--- config.mk ---
export PLATFORM = sky130hd
export DESIGN_NAME = fir_interp_poly_2channel
export DESIGN_NICKNAME = d
export VERILOG_FILES = /design/src/rtl/fir_interp_poly_2channel_pkg.sv /design/src/rtl/fir_interp_poly_2channel_tap_rom.sv /design/src/rtl/fir_interp_poly_2channel.sv
export SDC_FILE = /design/constraint.sdc
export NUM_CORES = 1
export LEC_CHECK = 0
export ABC_AREA = 1
export CAP_MARGIN = 5
export CORE_MARGIN = 5
export CORE_UTILIZATION = 30
export CTS_CLUSTER_SIZE = 28
export DETAILED_ROUTE_END_ITERATION = 8
export HOLD_SLACK_MARGIN = 0.05
export PLACE_DENSITY = 0.46
export SLEW_MARGIN = 25
export SYNTH_ARGS = -nofsm -noshare
export SYNTH_HDL_FRONTEND = slang
export SYNTH_SLANG_ARGS = --single-unit
--- constraint.sdc ---
create_clock -name clk -period 9.3 [get_ports clk]
set_clock_uncertainty 0.1 [all_clocks]
set_input_delay 1.395 -clock clk [delete_from_list [all_inputs] [get_ports clk]]
set_output_delay 1.395 -clock clk [all_outputs]
set_load 0.01 [all_outputs]
--- src/rtl/fir_interp_poly_2channel_pkg.sv ---
// fir_interp_poly_2channel_pkg: shared constants, state encodings and helpers for the 2-channel interpolator
package fir_interp_poly_2channel_pkg;
   localparam int N_TAPS         = 32;
   localparam int L              = 4;
   localparam int L_LOG2         = 2;
   localparam int BANK_LEN       = 8;
   localparam int BANK_LEN_LOG2  = 3;
   localparam int INPUT_WIDTH    = 14;
   localparam int TAP_WIDTH      = 16;
   localparam int INTERNAL_WIDTH = 34;
   localparam int NORM_SHIFT     = 15;
   localparam int OUTPUT_WIDTH   = 14;
   localparam int OUT_SPACING    = 20;
   localparam int PROD_WIDTH     = INPUT_WIDTH + TAP_WIDTH;
   localparam int SPACE_W        = $clog2(OUT_SPACING);
   localparam int ADDR_W         = L_LOG2 + BANK_LEN_LOG2;

   localparam logic [1:0] S_IDLE  = 2'd0;
   localparam logic [1:0] S_MAC   = 2'd1;
   localparam logic [1:0] S_ROUND = 2'd2;
   localparam logic [1:0] S_WAIT  = 2'd3;

   localparam logic signed [INTERNAL_WIDTH-1:0] RND  = INTERNAL_WIDTH'(2 ** (NORM_SHIFT - 1));
   localparam logic signed [INTERNAL_WIDTH-1:0] OMAX = INTERNAL_WIDTH'(2 ** (OUTPUT_WIDTH - 1) - 1);
   localparam logic signed [INTERNAL_WIDTH-1:0] OMIN = INTERNAL_WIDTH'(-(2 ** (OUTPUT_WIDTH - 1)));

   typedef logic [N_TAPS*TAP_WIDTH-1:0] taps_t;

   // default prototype: ramp h[i] = 256*i
   function automatic taps_t ramp_taps();
      taps_t t;
      t = '0;
      for (int i = 0; i < N_TAPS; i++) t[i*TAP_WIDTH +: TAP_WIDTH] = TAP_WIDTH'(256 * i);
      return t;
   endfunction

   // round half up, shift down to output scale, clamp to the output range
   function automatic logic signed [OUTPUT_WIDTH-1:0] round_sat(input logic signed [INTERNAL_WIDTH-1:0] acc);
      logic signed [INTERNAL_WIDTH-1:0] s;
      s = (acc + RND) >>> NORM_SHIFT;
      return s > OMAX ? OMAX[OUTPUT_WIDTH-1:0] : s < OMIN ? OMIN[OUTPUT_WIDTH-1:0] : s[OUTPUT_WIDTH-1:0];
   endfunction
endpackage

--- src/rtl/fir_interp_poly_2channel_tap_rom.sv ---
// fir_interp_poly_2channel_tap_rom: polyphase tap ROM shared by both channels, synchronous read at {phase, k}
module fir_interp_poly_2channel_tap_rom
   import fir_interp_poly_2channel_pkg::*;
#(
   parameter taps_t TAPS = ramp_taps()
) (
   input  logic                        clk,
   input  logic [ADDR_W-1:0]           i_addr,
   output logic signed [TAP_WIDTH-1:0] o_tap
);
   logic [TAP_WIDTH-1:0] w_rom [N_TAPS];
   logic [ADDR_W-1:0]    w_idx;
   // bank p entry k is prototype tap k*L+p, which is just the index {k, p}
   assign w_idx = {i_addr[BANK_LEN_LOG2-1:0], i_addr[ADDR_W-1 -: L_LOG2]};
   for (genvar g = 0; g < N_TAPS; g++) begin : g_rom
      assign w_rom[g] = TAPS[g*TAP_WIDTH +: TAP_WIDTH];
   end
   // one-cycle registered read
   always_ff @(posedge clk) o_tap <= w_rom[w_idx];
endmodule

--- src/rtl/fir_interp_poly_2channel.sv ---
// fir_interp_poly_2channel: 2-channel polyphase x L interpolator with shared taps and control, one MAC per channel
module fir_interp_poly_2channel
   import fir_interp_poly_2channel_pkg::*;
#(
   parameter taps_t TAPS = ramp_taps()
) (
   input  logic                           clk,
   input  logic                           rst,
   input  logic                           din_valid,
   input  logic signed [INPUT_WIDTH-1:0]  din_a,
   input  logic signed [INPUT_WIDTH-1:0]  din_b,
   output logic signed [OUTPUT_WIDTH-1:0] dout_a,
   output logic signed [OUTPUT_WIDTH-1:0] dout_b,
   output logic                           dout_valid,
   output logic                           busy,
   output logic                           overrun
);
   logic [1:0]                       r_state, w_next;
   logic [L_LOG2-1:0]                r_phase;
   logic [BANK_LEN_LOG2:0]           r_k;
   logic [SPACE_W-1:0]               r_space;
   logic signed [INPUT_WIDTH-1:0]    r_xa [BANK_LEN];
   logic signed [INPUT_WIDTH-1:0]    r_xb [BANK_LEN];
   logic signed [INPUT_WIDTH-1:0]    r_sel_a, r_sel_b;
   logic                             r_acc_en;
   logic signed [INTERNAL_WIDTH-1:0] r_acc_a, r_acc_b;
   logic signed [OUTPUT_WIDTH-1:0]   r_dout_a, r_dout_b;
   logic                             r_dout_valid, r_overrun;
   logic signed [TAP_WIDTH-1:0]      w_tap;
   logic signed [PROD_WIDTH-1:0]     w_prod_a, w_prod_b;
   logic                             w_accept, w_start, w_mac_last;

   assign w_accept   = din_valid && r_state == S_IDLE;
   assign w_start    = w_accept || (r_state == S_WAIT && r_space == SPACE_W'(OUT_SPACING - 1));
   assign w_mac_last = r_k == (BANK_LEN_LOG2 + 1)'(BANK_LEN);
   assign w_prod_a   = r_sel_a * w_tap;
   assign w_prod_b   = r_sel_b * w_tap;

   fir_interp_poly_2channel_tap_rom #(.TAPS(TAPS)) u_rom (
      .clk   (clk),
      .i_addr({r_phase, r_k[BANK_LEN_LOG2-1:0]}),
      .o_tap (w_tap)
   );

   // next state; MAC runs one extra drain cycle to absorb the ROM read latency
   always_comb begin
      w_next = r_state;
      case (r_state)
         S_IDLE:  w_next = w_accept ? S_MAC : S_IDLE;
         S_MAC:   w_next = w_mac_last ? S_ROUND : S_MAC;
         S_ROUND: w_next = r_phase == L_LOG2'(L - 1) ? S_IDLE : S_WAIT;
         default: w_next = w_start ? S_MAC : S_WAIT;
      endcase
   end

   // control: state, phase, tap index and output-spacing counters
   always_ff @(posedge clk) begin
      if (rst) begin
         r_state <= S_IDLE;
         r_phase <= '0;
         r_k     <= '0;
         r_space <= '0;
      end else begin
         r_state <= w_next;
         r_phase <= w_accept ? '0 : r_state == S_ROUND ? r_phase + 1'b1 : r_phase;
         r_k     <= r_state == S_MAC ? r_k + 1'b1 : '0;
         r_space <= w_start ? '0 : r_space + 1'b1;
      end
   end

   // datapath: delay lines, MAC pipelines, rounded outputs and sticky overrun
   always_ff @(posedge clk) begin
      if (rst) begin
         for (int i = 0; i < BANK_LEN; i++) begin
            r_xa[i] <= '0;
            r_xb[i] <= '0;
         end
         r_sel_a      <= '0;
         r_sel_b      <= '0;
         r_acc_en     <= 1'b0;
         r_acc_a      <= '0;
         r_acc_b      <= '0;
         r_dout_a     <= '0;
         r_dout_b     <= '0;
         r_dout_valid <= 1'b0;
         r_overrun    <= 1'b0;
      end else begin
         if (w_accept) begin
            r_xa[0] <= din_a;
            r_xb[0] <= din_b;
            for (int i = 1; i < BANK_LEN; i++) begin
               r_xa[i] <= r_xa[i-1];
               r_xb[i] <= r_xb[i-1];
            end
         end
         r_sel_a      <= r_xa[r_k[BANK_LEN_LOG2-1:0]];
         r_sel_b      <= r_xb[r_k[BANK_LEN_LOG2-1:0]];
         r_acc_en     <= r_state == S_MAC && !w_mac_last;
         r_acc_a      <= w_start ? '0 : r_acc_en ? r_acc_a + INTERNAL_WIDTH'(w_prod_a) : r_acc_a;
         r_acc_b      <= w_start ? '0 : r_acc_en ? r_acc_b + INTERNAL_WIDTH'(w_prod_b) : r_acc_b;
         r_dout_a     <= r_state == S_ROUND ? round_sat(r_acc_a) : r_dout_a;
         r_dout_b     <= r_state == S_ROUND ? round_sat(r_acc_b) : r_dout_b;
         r_dout_valid <= r_state == S_ROUND;
         r_overrun    <= r_overrun || (din_valid && r_state != S_IDLE);
      end
   end

   assign dout_a     = r_dout_a;
   assign dout_b     = r_dout_b;
   assign dout_valid = r_dout_valid;
   assign busy       = r_state != S_IDLE || r_dout_valid;
   assign overrun    = r_overrun;
endmodule

# --- Word level (Yosys, flattened, before mapping) ---
# Memories as Yosys holds them, arrays and structs flattened. A register that Yosys moved wholly into a read port is not among the register bits.
# Index checks and enable logic that the tools add are counted.
word_totals:
  reg_bits: 112
  latchBits: 0
  ram_bits: 224
  romBits: 512
  input_bits: 31
  elab_cells: 94
  memories: 3
mem_list:
  columns: ["memory", "depth", "word_bits", "read_ports", "rd_clocked_by_memory_dff", "write_ports", "line", "rtl"]
  rows:
  - ["(name not given)", 32, 16, 1, 1, 0, "fir_interp_poly_2channel_tap_rom.sv:19", "always_ff @(posedge clk) o_tap <= w_rom[w_idx];"]
  - ["r_xa", 8, 14, 8, 1, 8, "fir_interp_poly_2channel.sv:22", "logic signed [INPUT_WIDTH-1:0] r_xa [BANK_LEN];"]
  - ["r_xb", 8, 14, 8, 1, 8, "fir_interp_poly_2channel.sv:23", "logic signed [INPUT_WIDTH-1:0] r_xb [BANK_LEN];"]
op_classes:
  add_sub_neg: 7
  n_mul: 2
  div: 0
  magnitude_cmp: 4
  n_eq_ne: 6
  shift: 0
  muxes: 30
  bitwise_logic: 18
  reduce_logical: 13
ops:
  columns: ["operator", "n"]
  rows:
  - ["$mux W14", 20]
  - ["$add A34 B16 Y34 const B", 2]
  - ["$add A34 B34 Y34", 2]
  - ["$mul A14 B16 Y30", 2]
  - ["$gt A19 B14 Y1 const B", 2]
  - ["$lt A19 B14 Y1 const B", 2]
  - ["$or A1 B1 Y1", 16]
  - ["$eq A2 B2 Y1 const B", 3]
  - ["$mux W1", 6]
  - ["$mux W2", 3]
  - ["$not A5 Y6", 1]
  - ["$pmux W2 S3", 1]
  - ["$reduce_or A2 Y1", 3]
  - ["$add A5 B1 Y5 const B", 1]
  - ["$eq A5 B5 Y1 const B", 1]
  - ["$add A4 B1 Y4 const B", 1]
  - ["$eq A4 B4 Y1 const B", 1]
  - ["$logic_and A1 B1 Y1", 4]
  - ["$logic_or A1 B1 Y1", 3]
  - ["$add A2 B1 Y2 const B", 1]
  - ["$eq A2 B1 Y1 const B", 1]
  - ["$logic_not A2 Y1", 1]
  - ["$reduce_bool A2 Y1", 1]
  - ["$logic_not A1 Y1", 1]
  - ["$not A1 Y1", 1]

# --- Depth between registers and ports, before layout ---
# Gate-level depths: netlist (run 1).
logic_depth:
  depth_word: 6
  ltp_mapped: 38
  depth_no_buf: 36

# --- By module ---
# From an unflattened synthesis (run 1), not the netlist that was laid out.
unflattened:
  hier_cells: 5016
  hier_area_um2: 38250.4
modules_own_cells:
  columns: ["mod", "n_inst", "cells_each", "area_each_um2", "seq_area_each_um2"]
  rows:
  - ["fir_interp_poly_2channel", 1, 4999, 38064.0, 9529.1]
  - ["fir_interp_poly_2channel_tap_rom", 1, 17, 186.4, 100.1]

# --- Least setup slack after synthesis (run 1) ---
# OpenSTA, ideal clock, no wires.
synth_path:
  kind: "input -> register"
  start: "in rst"
  end: "reg r_acc_a[28]"
  setup_time_ns: 0.115
  t_arrival_ns: 7.642
  path_slack_ns: 1.443
  cell_stages: 9
  path_buffers: 2
  path_cell_list: "clkbuf_1 nor2_1 inv_1 nor2_1 inv_2 clkbuf_1 a21oi_1 o21ai_0 inv_1"
synth_between:
  elab_chain_cells: 1
synth_rtl:
  columns: ["item", "line", "rtl"]
  rows:
  - ["start, declared", "fir_interp_poly_2channel.sv:8", "input logic rst,"]
  - ["$reduce_or A2 Y1 (no source line)", null, null]
  - ["end signal, assigned", "fir_interp_poly_2channel.sv:99", "r_acc_a <= w_start ? '0 : r_acc_en ? r_acc_a + INTERNAL_WIDTH'(w_prod_a) : r_acc_a;"]
  - ["end, declared", "fir_interp_poly_2channel.sv:26", "logic signed [INTERNAL_WIDTH-1:0] r_acc_a, r_acc_b;"]
# Every way passes these cells.
# A chain may end at the register's enable or synchronous reset.

# --- Worst setup path in the final report (run 1) ---
layout_path:
  start: "reg u_rom.o_tap[8]"
  end: "reg r_acc_b[33]"
layout_between:
  elab_chain_cells: 2
layout_rtl:
  columns: ["item", "line", "rtl"]
  rows:
  - ["start, declared", "fir_interp_poly_2channel_tap_rom.sv:9", "output logic signed [TAP_WIDTH-1:0] o_tap"]
  - ["$mul A14 B16 Y30", "fir_interp_poly_2channel.sv:37", "assign w_prod_b = r_sel_b * w_tap;"]
  - ["$add A34 B34 Y34", "fir_interp_poly_2channel.sv:100", "r_acc_b <= w_start ? '0 : r_acc_en ? r_acc_b + INTERNAL_WIDTH'(w_prod_b) : r_acc_b;"]
  - ["end signal, assigned", "fir_interp_poly_2channel.sv:100", null]
  - ["end, declared", "fir_interp_poly_2channel.sv:26", null]
# Every way passes these cells.

==> results of run 1 <==
[report_power, final]
part	switching, uW	total (uW)	leakage [uW]	internal, uW
logic	397	598	0.0102	202
clock network	703	1770	0.000745	1070
registers	85.6	1880	0.00347	1800
[cells in the final DEF, fill, tap and decap left out, drive strengths merged, types with 2 or more instances in the layout]
cell             n
a211oi           2
a21boi           2
a21o            11
a21oi          261
a31oi           34
and2             3
buf             21
bufinv           3
clkbuf          64
clkdlybuf4s50   60
clkinv          15
dfxtp          129
edfxtp         224
fa              86
ha             260
inv            669
nand2          528
nand3          122
nand3b           3
nand4           17
nor2           396
nor3            14
nor3b            2
nor4             3
o211ai           3
o21a             3
o21ai          210
o21bai          13
o22ai            2
or2              3
xnor2           33
xor2            61
[flip-flops by register name, summed over array words and instances (netlist names)]
register	count
r_acc_en	1
r_xa	112
r_state	2
r_space	5
u_rom.o_tap	5
dout_a	14
r_sel_a	14
overrun	1
r_xb	112
dout_b	14
r_k	4
r_acc_a	26
r_phase	2
r_acc_b	26
dout_valid	1
r_sel_b	14
[through the flow]
| step | setup WS, ps | power (uW) | hold slack [ps] |
|---|---|---|---|
| after floorplan | 1440 | 2330 | 255 |
| after global placement | 2240 | 2530 | 317 |
| final | 2140 | 4250 | 341 |
| after detailed placement | 2210 | 2520 | 309 |
| after global routing | 1570 | 4490 | 341 |
| after CTS | 2160 | 4320 | 331 |
[layer usage]
metal / GRT usage [%] / vias up / routed length, um
li1: - / 10218 / -
met1: 19.9 / 9023 / 32000
met2: 23.0 / 274 / 28100
met3: 1.69 / 81 / 2270
met4: 2.88 / 0 / 1160
met5: 0 / - / 0
[cell families (layout without fill, tap and decap cells)]
logic type	count (synthesis)	after routing
adder cells (fa/ha/maj)	346	346
XOR/XNOR	94	94
AND/OR/NAND/NOR	1091	1091
buffers and inverters	783	833
AO/OA/AOI/OAI	543	543
flip-flops	353	353
[cells in the mapped netlist, drive strengths merged]
library cell    n
a211oi          2
a21boi          2
a21o           11
a21oi         261
a221oi          1
a31oi          34
and2            3
buf            23
clkbuf         89
dfxtp         129
edfxtp        224
fa             86
ha            260
inv           671
nand2         528
nand3         122
nand3b          3
nand4          17
nor2          396
nor3           14
nor3b           2
nor4            3
o2111ai         1
o211ai          3
o21a            3
o21ai         210
o21bai         13
o22ai           2
or2             3
xnor2          33
xor2           61
[worst paths after layout]
kind,startpoint,to,cells after the start
setup / recovery,u_rom.o_tap[8],r_acc_b[33],33
setup reg to reg,u_rom.o_tap[8],r_acc_b[33],33
hold reg to reg,r_phase[0],u_rom.o_tap[8],0
hold / removal,r_phase[0],u_rom.o_tap[8],0
[layout make-up]
type | instances | share of cell area, %
Multi-Input combinational cell | 2074 | 45.8
Sequential cell | 353 | 32.5
Inverter | 671 | 8.81
Tap cell | 1134 | 4.95
Clock buffer | 64 | 4.56
Timing Repair Buffer | 81 | 2.68
Clock inverter | 17 | 0.715
==> summary.txt, run 1 <==
Global route
  • Overall routing resource usage: between 10% and 20%
  • Global-route wire length before repair: between 100000 and 150000 um
  • Largest net degree at the start of global routing: 94
  • Antenna violations before repair: 0
  • Vias in the first global route: approximately 20000
  • Grt ovf: 0

Place
  • DP Area: 27200 um^2
  • DP Wirelength: ~45000 um
  • IO buf count: 61
  • Final GP Congestion: approximately 0.87
  • Placed cells: 4313

Setup path
  • WP buf/inv: 6
  • Crit start category: flop
  • Slowest cell on crit path: dfxtp_1
  • R2r setup slk: 2140 ps
  • Worst-path fanout max: 15
  • Crit end category: flop
  • Cell mode on critical path: nand2_1
  • Crit-path max cell delay: roughly 700 ps
  • Top delay family on crit path: adder cells
  • WS Path Type: flop to flop
  • Worst EP required: a little under 10000 ps
  • CP arrival: around 7600 ps

Cells and area
  • # fillers: between 8000 and 9000
  • Share of cells above drive strength 1: just over 4%
  • FF+latch area: between 9000 and 10000 um^2
  • Final Util: approximately a third
  • Non-filler cells, final: between 4000 and 5000
  • Area grow syn2layout: 12.9%
  • Final Cell Area: ~29000 um^2
  • Area of the multi-input gates: approximately 13000 um^2
  • Antenna Cells: 0
  • Nets: 3602

Yosys
  • Synth Area in Compound Gates: a little under an eighth
  • Synth warnings: 0
  • Sequential-to-total area share from yosys stat: a little over a third
  • Synth Area in Adders: 19.6%
  • Largest cells by area after synthesis: edfxtp_1 26%, ha_1 13%, dfxtp_1 10%, inv_1 9.8%, nand2_1 7.7%
  • Syn Inst Count: 3210
  • Syn Area/Cell: 7.91 um^2
  • Post-synth top area share: between 20% and 30%
  • Leading area contributor after synthesis: edfxtp_1
  • Distinct cell type count after synthesis: 47
  • Synthesized area: 25400 um^2
  • Number of synthesized register bits: ~350
  • Mux cell area share after synthesis: 0%
  • Largest family of logic cells by synthesized area: adder cells
  • Xor/xnor cell area share of the yosys netlist: roughly 3.3%
  • Simple-gate share of the synthesized area: between 15 and 20%
  • Mapped Nets: approximately 3600

Clock tree
  • Postcts setup bufs: 0
  • Clk slew on worst S/H paths: 60 ps
  • CTS tree: yes
  • Clock Latency Late Sink: 590 ps
  • H-tree depth: 2
  • Post-CTS Resized: 0
  • Max Root-Sink Buffers: 3
  • Cts hold-fix bufs: 0
  • CTS Buf Count: 44
  • CTS sink cnt: 353
  • Root buffer cell: clkbuf_16

Detailed routing
  • WL final: between 60000 and 70000 um
  • DR WL/cell: about 14 um
  • Number of DRC markers in iteration 0: about 1200
  • Drt via density: between 4 and 5
  • DRC: 0
  • Drt first pass iters: 6
  • Vias: a little under 20000
  • Post-route antenna net violation count: 0

Timing
  • Achievable Freq: ~140 MHz
  • Final setup viols: 0
  • Setup TNS: 0 ps
  • Max-Slew Margin vs Limit: 34.9%
  • Final number of hold-violating endpoints: 0
  • Tcrit/Tclk final: between 70 and 80%
  • Max Slew Vio Count: 0
  • RSZ-0062 raised after global routing: no
  • Post-layout minimum cycle time: slightly above 7000 ps
  • Slew @ Worst Pin: between 900 and 1000 ps

Power and ir drop
  • Peak supply drop: between 0.1 and 0.15 mV
  • P_leak: 0.0144 uW
  • PwrDens: approximately 150 nW/um^2

Die
  • Die Height: 301 um
  • IO Pins: 62
  • Rows: roughly 110
  • Die Footprint: slightly above 90000 um^2
  • Initial Util: a little under a third
  • CORE AREA: between 80000 and 90000 um^2
  • Die X: around 300 um

Job
  • Number of max-cap violations: 0

Hold path
  • Hold Crit Class: flop to flop

Status
  • Status: complete, no violations
(Power assumes the default switching activity.)
==> run 2: changes to the inputs <==
PLACE_DENSITY = 0.47   (was 0.46)
clock period = 6.1 ns   (was 9.3 ns; I/O delays follow)
==> run 2 against run 1 <==
Compared with the run above: final area is 14% higher; power is 58% higher; hold slack worse by 14 ps; utilization is 4.7 points higher; sequential power is 52% higher.
==> summary.txt, run 2 (synthesis results as in run 1) <==
Cells and area
  • Nets: 3874 (was 3602)
  • FF+latch area: 9350 um^2 (was 9320 um^2)
  • Area of the multi-input gates: 14900 um^2 (was 13100 um^2)
  • Biggest regs: r_xa: 112 flops, r_xb: 112 flops (unchanged)
  • Most frequent cells in the layout: 630 x inv_1, 453 x nand2_1, 364 x nor2_1 (was 659 x inv_1, 522 x nand2_1, 392 x nor2_1)
  • Leading cell type in the layout, fill and taps excluded: inv_1 (unchanged)
  • Final Cell Area: 32600 um^2 (was 28700 um^2)
  • Non-filler cells, final: 4665 (was 4394)
  • Antenna Cells: 0 (unchanged)
  • Share of cells above drive strength 1: 20.2% (was 4.14%)
  • # fillers: 8745 (was 8993)
  • Area grow syn2layout: 28.3% (was 12.9%)

Place
  • IO buf count: 61 (unchanged)
  • Placed cells: 4553 (was 4313)
  • Post-Place Setup Slack: -490 ps (was 2210 ps)
  • DP Area: 29000 um^2 (was 27200 um^2)
  • DP Wirelength: 48300 um (was 45400 um)
  • Final GP Congestion: 0.828 (was 0.868)

Detailed routing
  • M1 WL: 32200 um (was 32000 um)
  • DR WL/cell: 14.3 um (was 14.5 um)
  • Vias: 20600 (was 19596)
  • Met2 wire length: 31400 um (was 28100 um)
  • DRC: 0 (unchanged)
  • Post-route antenna net violation count: 0 (unchanged)
  • WL final: 66900 um (was 63500 um)
  • Top Layer Used: met4 (unchanged)
  • Number of DRC markers in iteration 0: 1000 (was 1192)
  • WL met3: 2210 um (was 2270 um)
  • Drt first pass iters: 4 (was 6)
  • Drt via density: 4.42 (was 4.46)

Die
  • Die Footprint: 90600 um^2 (unchanged)
  • Die X: 301 um (unchanged)
  • IO Pins: 62 (unchanged)
  • Rows: 106 (unchanged)
  • Initial Util: 30.3% (unchanged)
  • Die Height: 301 um (unchanged)
  • CORE AREA: 83800 um^2 (unchanged)

Setup path
  • Crit-path max cell delay: 520 ps (was 690 ps)
  • Worst-path fanout max: 5 (was 15)
  • Crit start category: flop (unchanged)
  • Crit end category: flop (unchanged)
  • CP arrival: 6450 ps (was 7550 ps)
  • WP buf/inv: 9 (was 6)
  • Worst EP required: 6450 ps (was 9690 ps)
  • Slowest cell on crit path: fa_1 (was dfxtp_1)
  • WS Path Type: flop to flop (unchanged)
  • Top delay family on crit path: adder cells (unchanged)

Power and ir drop
  • Overall Power: 6710 uW (was 4250 uW)
  • Peak supply drop: 0.174 mV (was 0.135 mV)
  • PwrDens: 206 nW/um^2 (was 148 nW/um^2)
  • P_leak: 0.0160 uW (was 0.0144 uW)

Timing
  • RSZ-0062 raised after global routing: yes (was no)
  • Final setup viols: 0 (unchanged)
  • Post-layout minimum cycle time: 6100 ps (was 7160 ps)
  • Max-Slew Margin vs Limit: 35.5% (was 34.9%)
  • Fin worst setup slack: 0.696 ps (was 2140 ps)
  • Achievable Freq: 164 MHz (was 140 MHz)
  • Tcrit/Tclk final: 100% (was 77.0%)
  • Slew @ Worst Pin: 967 ps (was 975 ps)
  • Max Slew Vio Count: 0 (unchanged)
  • Final number of hold-violating endpoints: 0 (unchanged)

Global route
  • Vias in the first global route: 20275 (was 19517)
  • Largest net degree at the start of global routing: 166 (was 94)
  • Antenna violations before repair: 1 (was 0)
  • Global-route wire length before repair: 106000 um (was 104000 um)
  • Grt ovf: 0 (unchanged)
  • Overall routing resource usage: 14.3% (was 14.0%)

Job
  • Number of max-cap violations: 0 (unchanged)

Clock tree
  • Clk slew on worst S/H paths: 60 ps (about the same)
  • CTS sink cnt: 353 (unchanged)
  • Max Root-Sink Buffers: 3 (unchanged)
  • CTS Buf Count: 42 (was 44)
  • Root buffer cell: clkbuf_16 (unchanged)
  • H-tree depth: 2 (unchanged)
  • Clock Latency Late Sink: 580 ps (was 590 ps)
  • CTS tree: yes (unchanged)

Hold path
  • Hold Crit Class: flop to flop (unchanged)

Status
  • Status: complete, no violations (unchanged)
## run 2: repair_timing
action	CTS	global route
setup buffers	6	28
resized for setup	118	319
endpoints found under the setup margin	33	35
hold buffers	0	0
pin swaps	45	189
endpoints found under the hold margin	0	0
gates cloned	0	1
## run 2: worst paths after layout
check | start | endpoint | slack, ps | cells past startpoint
setup reg to reg | u_rom.o_tap[12] | r_acc_b[26] | 0.7 | 32
hold reg to reg | r_phase[1] | u_rom.o_tap[9] | 330 | 0
setup / recovery | u_rom.o_tap[12] | r_acc_b[26] | 0.7 | 32
hold / removal | r_phase[1] | u_rom.o_tap[9] | 330 | 0
## run 2: area by class of cell
class | instances | area share (%)
Clock buffer | 65 | 3.74
Inverter | 671 | 7.75
Sequential cell | 353 | 28.7
Tap cell | 1134 | 4.35
Clock inverter | 13 | 0.530
Timing Repair Buffer | 355 | 9.12
Multi-Input combinational cell | 2074 | 45.8
## run 2: metrics by stage
step	TNS (ps)	utilization (%)	hold WS (ps)
6_report	0	38.9	327
5_1_grt	-3590	38.9	375
4_1_cts	0	37.0	343
3_5_place_dp	-9500	34.6	331
3_3_place_gp	-8560	34.6	339
2_1_floorplan	0	-	255
## run 2: power breakdown
group,leakage (uW),internal [uW],total (uW),switching (uW)
clock,0.000673,1480,2550,1070
combinational,0.0119,555,1310,755
sequential,0.00348,2740,2850,113
total,0.0160,4770,6710,1940
## run 2: worst register-to-register path: cells and delay by family (launching register included)
kind / cells / cell delay [ps]
adders and majority gates: 8 / 3070
and+or+nand+nor: 9 / 880
buffers and inverters: 9 / 780
AOI/OAI and AO/OA: 5 / 630
DFF: 1 / 370
xor gates and xnor gates: 1 / 170
## run 2: routing by layer
| metal | vias to the layer above | track usage, % |
|---|---|---|
| met5 | - | 0 |
| met4 | 0 | 2.40 |
| met3 | 68 | 1.89 |
| met2 | 250 | 24.5 |
| met1 | 9506 | 19.6 |
| li1 | 10776 | - |
